**src/rtl/devices_read_arbiter.sv**
```systemverilog
// Read-response arbiter for slot devices: waits for a device to claim a CPU read,
// latches one byte by fixed priority (lowest index wins) and logs multi-device claims.
module devices_read_arbiter #(
   parameter int N_DEV   = 4,
   parameter int TIMEOUT = 8
) (
   input  logic               clk_sys,
   input  logic               reset_n,
   input  logic               cpu_rd,
   input  logic [N_DEV-1:0]   dev_rq,
   input  logic [8*N_DEV-1:0] dev_data,
   input  logic               conflict_clr,
   output logic [7:0]         data,
   output logic               output_rq,
   output logic               cpu_wait,
   output logic [N_DEV-1:0]   grant,
   output logic               timeout,
   output logic               conflict,
   output logic [7:0]         conflict_cnt
);

   localparam logic [1:0] S_IDLE = 2'd0;
   localparam logic [1:0] S_WAIT = 2'd1;
   localparam logic [1:0] S_HOLD = 2'd2;

   logic [1:0]       state_q, state_d;
   logic [7:0]       cnt_q, cnt_d;
   logic [7:0]       data_q, data_d;
   logic             output_rq_q, output_rq_d;
   logic             cpu_wait_q, cpu_wait_d;
   logic [N_DEV-1:0] grant_q, grant_d;
   logic             timeout_q, timeout_d;
   logic             conflict_q, conflict_d;
   logic [7:0]       conflict_cnt_q, conflict_cnt_d;

   logic [N_DEV-1:0] cap_oh;
   logic [7:0]       cap_byte;
   logic [3:0]       n_rq;
   logic             capture;

   // Walk from the top index down so the lowest requesting device is the last writer.
   always_comb begin
      cap_oh   = '0;
      cap_byte = 8'hFF;
      n_rq     = 4'd0;
      for (int i = N_DEV - 1; i >= 0; i--) begin
         n_rq = n_rq + {3'b000, dev_rq[i]};
         if (dev_rq[i]) begin
            cap_oh    = '0;
            cap_oh[i] = 1'b1;
            cap_byte  = dev_data[8*i +: 8];
         end
      end
   end

   always_comb begin
      state_d        = state_q;
      cnt_d          = cnt_q;
      data_d         = data_q;
      output_rq_d    = output_rq_q;
      cpu_wait_d     = cpu_wait_q;
      grant_d        = grant_q;
      timeout_d      = 1'b0;
      conflict_d     = conflict_q;
      conflict_cnt_d = conflict_cnt_q;
      capture        = 1'b0;

      case (state_q)
         S_IDLE: begin
            if (cpu_rd) begin
               if (|dev_rq) begin
                  capture = 1'b1;
               end else begin
                  state_d    = S_WAIT;
                  cnt_d      = 8'd0;
                  cpu_wait_d = 1'b1;
               end
            end
         end
         S_WAIT: begin
            if (!cpu_rd) begin
               state_d    = S_IDLE;
               cnt_d      = 8'd0;
               cpu_wait_d = 1'b0;
            end else if (|dev_rq) begin
               capture = 1'b1;
            end else if (cnt_q == 8'(TIMEOUT - 1)) begin
               // Open-bus answer: release the CPU with 0xFF and nobody granted.
               state_d     = S_HOLD;
               cpu_wait_d  = 1'b0;
               data_d      = 8'hFF;
               output_rq_d = 1'b0;
               grant_d     = '0;
               timeout_d   = 1'b1;
            end else begin
               cnt_d = cnt_q + 8'd1;
            end
         end
         S_HOLD: begin
            if (!cpu_rd) begin
               state_d     = S_IDLE;
               data_d      = 8'hFF;
               output_rq_d = 1'b0;
               grant_d     = '0;
            end
         end
         default: begin
            state_d = S_IDLE;
         end
      endcase

      if (capture) begin
         state_d     = S_HOLD;
         cpu_wait_d  = 1'b0;
         data_d      = cap_byte;
         grant_d     = cap_oh;
         output_rq_d = 1'b1;
      end

      // A conflicting capture wins over a coincident clear, restarting the count at one.
      if (capture && (n_rq > 4'd1)) begin
         conflict_d = 1'b1;
         if (conflict_clr)
            conflict_cnt_d = 8'd1;
         else if (conflict_cnt_q != 8'hFF)
            conflict_cnt_d = conflict_cnt_q + 8'd1;
      end else if (conflict_clr) begin
         conflict_d     = 1'b0;
         conflict_cnt_d = 8'd0;
      end
   end

   always_ff @(posedge clk_sys or negedge reset_n) begin
      if (!reset_n) begin
         state_q        <= S_IDLE;
         cnt_q          <= 8'd0;
         data_q         <= 8'hFF;
         output_rq_q    <= 1'b0;
         cpu_wait_q     <= 1'b0;
         grant_q        <= '0;
         timeout_q      <= 1'b0;
         conflict_q     <= 1'b0;
         conflict_cnt_q <= 8'd0;
      end else begin
         state_q        <= state_d;
         cnt_q          <= cnt_d;
         data_q         <= data_d;
         output_rq_q    <= output_rq_d;
         cpu_wait_q     <= cpu_wait_d;
         grant_q        <= grant_d;
         timeout_q      <= timeout_d;
         conflict_q     <= conflict_d;
         conflict_cnt_q <= conflict_cnt_d;
      end
   end

   assign data         = data_q;
   assign output_rq    = output_rq_q;
   assign cpu_wait     = cpu_wait_q;
   assign grant        = grant_q;
   assign timeout      = timeout_q;
   assign conflict     = conflict_q;
   assign conflict_cnt = conflict_cnt_q;

endmodule

```
**config.mk**
```make
export PLATFORM = sky130hd
export DESIGN_NAME = devices_read_arbiter
export DESIGN_NICKNAME = d
export VERILOG_FILES = /design/src/rtl/devices_read_arbiter.sv
export SDC_FILE = /design/constraint.sdc
export NUM_CORES = 1
export LEC_CHECK = 0
export ABC_AREA = 0
export CORE_ASPECT_RATIO = 0.75
export CORE_MARGIN = 1
export CORE_UTILIZATION = 40
export CTS_BUF_LIST = sky130_fd_sc_hd__clkbuf_2 sky130_fd_sc_hd__clkbuf_4 sky130_fd_sc_hd__clkbuf_8
export DETAILED_ROUTE_END_ITERATION = 8
export PLACE_DENSITY = 0.73
export SLEW_MARGIN = 40
export SYNTH_ARGS = -nofsm -noshare
export SYNTH_HDL_FRONTEND = slang
export SYNTH_SLANG_ARGS = --single-unit
export TNS_END_PERCENT = 10
```
**constraint.sdc**
```tcl
create_clock -name clk_sys -period 3.28 [get_ports clk_sys]
set_input_delay 0.492 -clock clk_sys [delete_from_list [all_inputs] [get_ports clk_sys]]
set_output_delay 0.492 -clock clk_sys [all_outputs]
set_load 0.02 [all_outputs]
```
# Word-level counts from Yosys, hierarchy flattened
# Cells that the tools add are included.
# W data, S select, Z words.
# classes
add_sub_neg	5
n_lt_le_gt_ge	1
eq_ne	16
n_mux	58
reduce_logical	14
# ops
op	count
$mux W8	18
$mux W4	9
$pmux W8 S2	2
$ne A3 B3 Y1 const B	8
$reduce_and A5 Y1	4
$mux W1	18
$add A8 B1 Y8 const B	2
$mux W2	7
$eq A8 B3 Y1 const B	1
$ne A4 B4 Y1 const B	2
$ne A8 B8 Y1 const B	1
$pmux W4 S2	1
$pmux W2 S3	1
$reduce_bool A2 Y1	3
$reduce_bool A3 Y1	2
$add A3 B1 Y4	1
$gt A4 B1 Y1 const B	1
$ne A2 B2 Y1 const B	2
$pmux W1 S2	2
$reduce_or A4 Y1	1
$add A2 B1 Y3	1
$add A1 B1 Y2	1
$eq A2 B1 Y1 const B	1
$eq A2 B2 Y1 const B	1
4 further kinds	4
# word_totals
reg_bits	34
inputBits	40
out_inout_bits	24

# Depth between registers and ports, before layout
# Gate-level depths: netlist (run 1).
# logic_depth
word_depth	7
ltp_mapped	9
ltp_nobuf	6

# Worst setup path after synthesis (run 1)
# OpenSTA, ideal clock, no wires.
# synth_path
path_kind	input-to-reg
from	input port dev_rq[1]
to	register conflict_cnt_q[4], in the netlist conflict_cnt[4]
setup_time_ns	0.141
arrival_time_ns	2.298
slack_ns	0.842
cell_stages	8
cell_sequence	clkbuf_1 -> clkbuf_1 -> inv_1 -> ha_1 -> nor3b_2 -> or3_1 -> nor4b_1 -> a211oi_1
# synth_between
elab_chain_cells	7
elab_cells_between_ends	11
classes_between	add/sub: 2; order compare: 1; mux: 4; reduce/logical: 4
# synth_rtl
element	line	source
start, declared	10	input logic [N_DEV-1:0] dev_rq,
parallel branches: the longest is 4 deep, another holds $add A3 B1 Y4	-	
$logic_and A1 B1 Y1 *	121	if (capture && (n_rq > 4'd1)) begin
$reduce_bool A2 Y1 (no line)	-	
$reduce_and A2 Y1 (no line)	-	
end signal, assigned	153	conflict_cnt_q <= conflict_cnt_d;
end, declared	34	logic [7:0] conflict_cnt_q, conflict_cnt_d;
# Every way passes the cells marked *.
# A chain may end at the register's enable or synchronous reset.

# Worst setup path in the final report (run 1)
# layout_path
from	input port dev_rq[0]
to	register grant_q[1], in the netlist grant[1]
# layout_between
elab_chain_cells	6
elab_cells_between_ends	12
classes_between	eq/ne: 4; mux: 5; reduce/logical: 3
# layout_rtl
element	line	source
$reduce_or A4 Y1	71, 85	
$mux W1	71, 85	
$mux W1	70	if (cpu_rd) begin
$mux W1	-	
$ne A3 B3 Y1 (no line) or $reduce_bool A3 Y1 (tied branches)	-	
$reduce_and A5 Y1 (no line)	-	
end signal, assigned	150	grant_q <= grant_d;
end, declared	31	logic [N_DEV-1:0] grant_q, grant_d;
# Parallel ways exist; a longest one is shown, timed or not.

==> flow_summary_export.csv, run 1 <==
group,metric,value,unit
run_status,outcome,"finished with violations",
run_status,failed_checks,"design-rule violations",
clocking,cts-resized-gates,0,
synth,dominant_cells_by_area_after_synthesis,"sky130_fd_sc_hd__dfrtp_1, sky130_fd_sc_hd__dfstp_2, sky130_fd_sc_hd__a21oi_1",
floorplanning,core_area,4900,um^2
detailed_routing,routed-via-count,1886,
placed_design,routabilityCongestion,0.847,
sta,hold_viol_final,0,
global_route,grt_overflow_total,0,
layout,drive_gt1_share,12.7,%
detailed_routing,wire_per_inst,16.1,um
clocking,ctsRootBufferMaster,"sky130_fd_sc_hd__clkbuf_8",
synth,synth_nets,255,
critical_path,regToRegSetupSlack,1.38,ns
synth,synth.most_common_cell,"sky130_fd_sc_hd__dfrtp_1",
synth,synth_commonest_cells,"sky130_fd_sc_hd__dfrtp_1, sky130_fd_sc_hd__a21oi_1, sky130_fd_sc_hd__o21ai_0",
clocking,ctsHtreeMaxLevel,2,
synth,yosysWarningCount,0,
sta,tightest_slew_margin_relative_to_the_limit,63.1,%
synth,ys_ff_latch,34,
detailed_routing,drt.antenna.violating_nets,0,
synth,post_synth_edffs,0,
synth,post-synth-top-area-cell,"sky130_fd_sc_hd__dfrtp_1",
floorplanning,floorplan.die.width,84.6,um
detailed_routing,detail_route.iter0.violations,125,
clocking,clk_pin_slew_worst_paths,0.07,ns
global_route,antenna_found_initial,0,
min_path,hp-class,"reg2reg",
floorplanning,initial_core_util,41.8,%
layout,multi_input_comb_area,1100,um^2
sta,report.final.slew_viol_count,0,
critical_path,worst-r2r-cell-count,4,
critical_path,worstPathArrival,2.88,ns
clocking,cts_buffer_count,5,
synth,postSynthCellCount,210,
synth,avgSynthCellArea,9.75,um^2
sta,setup_violations,0,
layout,layout.filler_cells,438,
synth,synthesis.area,2050,um^2
min_path,hold-path-cell-count,1,
placed_design,portBuffers,63,
clocking,cts_tree,"done",
clocking,insertion_delay,0.29,ns
detailed_routing,remaining_drc_errors,5,
detailed_routing,wire_length_after_detailed_routing,5420,um
global_route,grtUsageTotal,21.2,%
clocking,cts_setup_buffers,0,
power_and_ir_drop,p_per_area,367,nW/um^2
layout,antenna_diode_count,0,
placed_design,detailed_place_hpwl,4100,um
clocking,cts-hold-fix-buffers,0,
power_and_ir_drop,vdd.ir_drop.worst,0.258,mV
floorplanning,chipHeight,64.0,um
detailed_routing,dr.pass1.iters,6,
critical_path,crit_path_start_kind,"input port",
sta,post-route-min-period,2.66,ns
sta,finalSetupTns,0,ns
global_route,grt_start_max_net_pins,35,
sta,worstMarginPinSlew,0.540,ns
synth,synth_async_sr_flop_share,100,%
critical_path,timing.setup.critical_path_class,"in2reg",
global_route,via_count_of_the_first_global_routing_pass,1792,
layout,final_net_count,320,
run,maxCapViolations,0,
floorplanning,die_area,5410,um^2
synth,sequential_fraction_of_the_synthesis_area,42.0,%
global_route,grt_pass1_wl,8960,um
power_and_ir_drop,leakage,0.00114,uW
sta,maxClockFrequency,376,MHz
floorplanning,ios,64,
clocking,clock_sinks,34,
layout,areaGrowthSynthToFinish,38.9,%
synth,ys_types,56,
layout,sequential_cell_area,861,um^2
sta,skew,0.0130,ns
synth,synthDominantCellAreaShare,31.8,%
critical_path,critical_path.max_fanout,12,
critical_path,critical_path.endpoint_type,"flop",
layout,postLayoutCoreUtil,58.1,%
detailed_routing,routed_via_density,5.61,
clocking,cts_buffer_depth,2,
synth,most_used_flip_flop_cell_after_synthesis,"sky130_fd_sc_hd__dfrtp_1",
critical_path,data_required_time_at_the_worst_endpoint,3.50,ns
sta,final_cycle_share,81.2,%
floorplanning,rows,22,
sta,grt_setup_unrepaired,"false",
[state kept, by name, summed over array words and instances, names as in the netlist]
| name | count |
|---|---|
| cnt_q | 8 |
| conflict | 1 |
| conflict_cnt | 8 |
| cpu_wait | 1 |
| data | 8 |
| grant | 4 |
| output_rq | 1 |
| state_q | 2 |
| timeout | 1 |
[where the power goes]
| group | internal [uW] | leakage, uW | switching, uW | total [uW] |
|---|---|---|---|---|
| logic | 128 | 0.000655 | 112 | 241 |
| clock network | 169 | 0.0000472 | 160 | 328 |
| registers | 455 | 0.000436 | 21.5 | 476 |
| total | 752 | 0.00114 | 293 | 1050 |
[placed cells by master (no fill, tap or decap), types with 2 or more instances in the layout]
cell,count
sky130_fd_sc_hd__and2_1,2
sky130_fd_sc_hd__clkdlybuf4s50_1,63
sky130_fd_sc_hd__buf_4,8
sky130_fd_sc_hd__nor3b_1,9
sky130_fd_sc_hd__a21oi_1,14
sky130_fd_sc_hd__nand4bb_1,2
sky130_fd_sc_hd__nor3_1,5
sky130_fd_sc_hd__nor2b_1,9
sky130_fd_sc_hd__and3_1,2
sky130_fd_sc_hd__a22o_1,3
sky130_fd_sc_hd__nand3b_1,3
sky130_fd_sc_hd__inv_1,5
sky130_fd_sc_hd__a2bb2oi_1,8
sky130_fd_sc_hd__dfrtp_1,26
sky130_fd_sc_hd__clkbuf_8,6
sky130_fd_sc_hd__a21o_1,2
sky130_fd_sc_hd__nand2b_1,4
sky130_fd_sc_hd__dfstp_2,8
sky130_fd_sc_hd__nand2_1,12
sky130_fd_sc_hd__xor2_1,2
sky130_fd_sc_hd__o31ai_1,8
sky130_fd_sc_hd__o21ai_0,13
sky130_fd_sc_hd__ha_1,4
sky130_fd_sc_hd__a31oi_1,4
sky130_fd_sc_hd__mux2_2,2
sky130_fd_sc_hd__nor4_1,2
sky130_fd_sc_hd__nand3_1,5
sky130_fd_sc_hd__a211oi_1,7
sky130_fd_sc_hd__mux2i_1,4
sky130_fd_sc_hd__nor2_1,8
[cells by family (layout without fill, tap and decap cells)]
logic type	Yosys count	in the layout	share of synthesized area (%)
XOR/XNOR	2	2	0.855
adder cells (fa/ha/maj)	5	5	3.42
AO/OA/AOI/OAI	69	69	23.5
flip-flops	34	34	42.0
AND/OR/NAND/NOR	76	76	23.2
multiplexers	6	6	3.05
buffers and inverters	18	84	4.03
[cell type report]
cell class,instances,area share (%)
repair buffers,71,24.3
flip-flops and latches,34,30.3
clock inverters,2,0.440
multi-input cells,158,38.8
clock buffers,6,2.90
inverters,5,0.660
well taps,60,2.64
[path summary, 6_finish.rpt]
kind | to | start
worst max register to register | conflict_cnt[4]$_DFFE_PN0P_ | state_q[1]$_DFFE_PN0P_
worst max-delay path | grant[1]$_DFFE_PN0P_ | dev_rq[0]
worst min-delay path | data[2]$_DFFE_PN1P_ | data[2]$_DFFE_PN1P_
max in group asynchronous | data[0]$_DFFE_PN1P_ | reset_n
min in group asynchronous | conflict_cnt[4]$_DFFE_PN0P_ | reset_n
worst min register to register | data[2]$_DFFE_PN1P_ | data[2]$_DFFE_PN1P_
[routing by layer]
layer / up-vias / wire [um] / track usage, %
li1: 922 / - / -
met1: 908 / 2760 / 32.7
met2: 50 / 2340 / 29.2
met3: 6 / 282 / 5.30
met4: 0 / 39 / 5.51
met5: - / 0 / 0
[worst max-delay path, cell delays in order]
cell and delay, ns:
sky130_fd_sc_hd__clkdlybuf4s50_1 0.64, sky130_fd_sc_hd__inv_1 0.18, sky130_fd_sc_hd__ha_1 0.20, sky130_fd_sc_hd__nor3b_2 0.49
sky130_fd_sc_hd__o21ai_4 0.18, sky130_fd_sc_hd__a22oi_1 0.47, sky130_fd_sc_hd__a22o_1 0.23
[stage by stage]
step           setup slack, ns  instances  cell area [um^2]  hold slack (ns)  power (uW)
2_1_floorplan            0.842        210              2050            0.196         596
3_3_place_gp             0.434        328              2750            0.491         719
3_5_place_dp             0.363        328              2750            0.496         725
4_1_cts                  0.650        336              2850            0.508        1050
5_1_grt                  0.431        336              2850            0.517        1090
6_report                 0.618        336              2850            0.504        1050
(Power assumes the default switching activity.)
==> run 2: changes to the inputs <==
==> constraint.sdc (replaced) <==
create_clock -name clk_sys -period 2.7 [get_ports clk_sys]
set_input_delay 0.405 -clock clk_sys [delete_from_list [all_inputs] [get_ports clk_sys]]
set_output_delay 0.405 -clock clk_sys [all_outputs]
set_load 0.02 [all_outputs]
==> run 2 against run 1 <==
Net effect: the flow still finishes with violations (design-rule violations); critical endpoint is now cnt_q[1]$_DFFE_PN0P_; critical path depth unchanged; sequential share of layout area down 0.32 points; first-iteration DRC count increased by 14%; largest power group unchanged; sequential cell count unchanged.
==> flow_summary_export.csv, run 2 (same netlist as run 1, synthesis figures left out) <==
group,metric,value,unit
run_status,outcome,"finished with violations",
run_status,failed_checks,"design-rule violations",
power_and_ir_drop,leakage,0.00116,uW
global_route,antenna_found_initial,0,
global_route,via_count_of_the_first_global_routing_pass,1776,
clocking,ctsHtreeMaxLevel,2,
floorplanning,floorplan.die.width,84.6,um
power_and_ir_drop,vdd.ir_drop.worst,0.290,mV
global_route,grt_start_max_net_pins,35,
sta,final_cycle_share,86.1,%
min_path,hold-path-endpoint,"data[6]$_DFFE_PN1P_",
global_route,grtUsageTotal,20.8,%
sta,tightest_slew_margin_relative_to_the_limit,47.5,%
detailed_routing,wire_length_after_detailed_routing,5330,um
layout,final_net_count,324,
detailed_routing,detailroute.wirelength.met3,283,um
detailed_routing,m1WireLength,2770,um
clocking,ctsRootBufferMaster,"sky130_fd_sc_hd__clkbuf_8",
layout,instances_no_fill,340,
power_and_ir_drop,p_per_area,444,nW/um^2
power_and_ir_drop,power.share.sequential,45.3,%
clocking,cts_buffer_depth,2,
critical_path,regToRegSetupSlack,0.80,ns
min_path,hp-class,"reg2reg",
detailed_routing,detail_route.iter0.violations,142,
clocking,cts-resized-gates,0,
power_and_ir_drop,netSwitchingFraction,27.3,%
layout,drive_gt1_share,13.9,%
critical_path,data_required_time_at_the_worst_endpoint,2.87,ns
placed_design,detailed_place_hpwl,3980,um
power_and_ir_drop,p_int,928,uW
run,maxCapViolations,0,
detailed_routing,routed_via_density,5.59,
clocking,cts_tree,"done",
critical_path,worst-r2r-cell-count,5,
layout,antenna_diode_count,0,
detailed_routing,met2_length,2230,um
floorplanning,core_area,4900,um^2
critical_path,critical_path.max_fanout,8,
critical_path,worstPathArrival,2.50,ns
clocking,cts_setup_buffers,0,
clocking,cts-hold-fix-buffers,0,
power_and_ir_drop,switching_power,348,uW
sta,skew,0.00375,ns
clocking,cts_buffer_count,5,
detailed_routing,wire_per_inst,15.7,um
sta,report.final.slew_viol_count,0,
critical_path,critical_path.endpoint_type,"flop",
clocking,insertion_delay,0.29,ns
placed_design,routabilityCongestion,0.815,
sta,grt_setup_unrepaired,"false",
sta,setup_violations,0,
critical_path,r2r_start,"cnt_q[5]$_DFFE_PN0P_",
floorplanning,ios,64,
placed_design,placed_cells_incl_taps,332,
power_and_ir_drop,share_comb_of_total_power,23.1,%
detailed_routing,maxUsedRoutingLayer,"met4",
min_path,hold-path-cell-count,1,
detailed_routing,routed-via-count,1901,
floorplanning,chipHeight,64.0,um
power_and_ir_drop,pwr-share-clk,31.5,%
detailed_routing,remaining_drc_errors,5,
sta,maxClockFrequency,430,MHz
sta,finalSetupTns,0,ns
floorplanning,initial_core_util,41.8,%
critical_path,timing.setup.critical_path_class,"in2reg",
sta,post-route-min-period,2.32,ns
detailed_routing,dr.pass1.iters,6,
layout,final_common_cell,"sky130_fd_sc_hd__clkdlybuf4s50_1",
min_path,holdCritStartpoint,"data[6]$_DFFE_PN1P_",
critical_path,crit_path_start_kind,"input port",
clocking,clock_sinks,34,
layout,most-common-layout-cells,"sky130_fd_sc_hd__clkdlybuf4s50_1, sky130_fd_sc_hd__dfrtp_1, sky130_fd_sc_hd__a21oi_1",
placed_design,portBuffers,63,
floorplanning,die_area,5410,um^2
critical_path,setup.worst_path.start,"dev_rq[0]",
global_route,grt_pass1_wl,8850,um
global_route,grt_overflow_total,0,
sta,worstMarginPinSlew,0.785,ns
floorplanning,rows,22,
power_and_ir_drop,report.power.total,1280,uW
layout,areaGrowthSynthToFinish,40.4,%
sta,hold_viol_final,0,
detailed_routing,drt.antenna.violating_nets,0,
critical_path,worstReg2RegEnd,"grant[1]$_DFFE_PN0P_",
clocking,clk_pin_slew_worst_paths,0.07,ns
-- run 2: how the worst max path moves through the flow --
stage	to	cells past startpoint	slack (ns)
2_1_floorplan	conflict_cnt[4]$_DFFE_PN0P_	8	0.35
6_report	cnt_q[1]$_DFFE_PN0P_	7	0.38
5_1_grt	cnt_q[1]$_DFFE_PN0P_	7	0.24
4_1_cts	cnt_q[1]$_DFFE_PN0P_	7	0.38
3_5_place_dp	cnt_q[1]$_DFFE_PN0P_	7	0.12
3_3_place_gp	cnt_q[0]$_DFFE_PN0P_	7	0.21
-- run 2: critical path, cell delays in order --
cell                              delay, ns
sky130_fd_sc_hd__clkdlybuf4s50_1       0.47
sky130_fd_sc_hd__inv_1                 0.11
sky130_fd_sc_hd__ha_1                  0.19
sky130_fd_sc_hd__nor3b_2               0.50
sky130_fd_sc_hd__o21ai_4               0.19
sky130_fd_sc_hd__a21oi_1               0.26
sky130_fd_sc_hd__mux2_2                0.36
-- run 2: final cells by class --
| class | count | area (um^2) |
|---|---|---|
| fillers | 442 | 2020 |
| repair buffers | 75 | 721 |
| clock buffers | 7 | 90.1 |
| flip-flops and latches | 34 | 861 |
| well taps | 60 | 75.1 |
| clock inverters | 1 | 5.00 |
| inverters | 5 | 18.8 |
| multi-input cells | 158 | 1100 |
-- run 2: power groups by stage --
stage               logic [uW]  registers, uW  clock network (uW)
finish                     295            578                 403
detailed placement         295            588                   0
CTS                        297            579                 412
global placement           293            586                   0
global route               320            583                 435
floorplan                  108            617                   0
-- run 2: per-stage QoR --
stage / setup slack (ns) / instance area (um^2) / util (%) / hold slack (ns)
floorplan: 0.349 / 2050 / - / 0.109
global placement: 0.205 / 2780 / 56.7 / 0.486
detailed placement: 0.116 / 2780 / 56.7 / 0.491
CTS: 0.379 / 2880 / 58.7 / 0.508
global route: 0.240 / 2880 / 58.7 / 0.516
finish: 0.376 / 2880 / 58.7 / 0.504
-- run 2: per-layer routing --
metal | GRT usage, % | vias to the layer above
li1 | - | 925
met3 | 5.94 | 5
met5 | 0 | -
met4 | 6.57 | 0
met1 | 31.2 | 921
met2 | 28.4 | 50
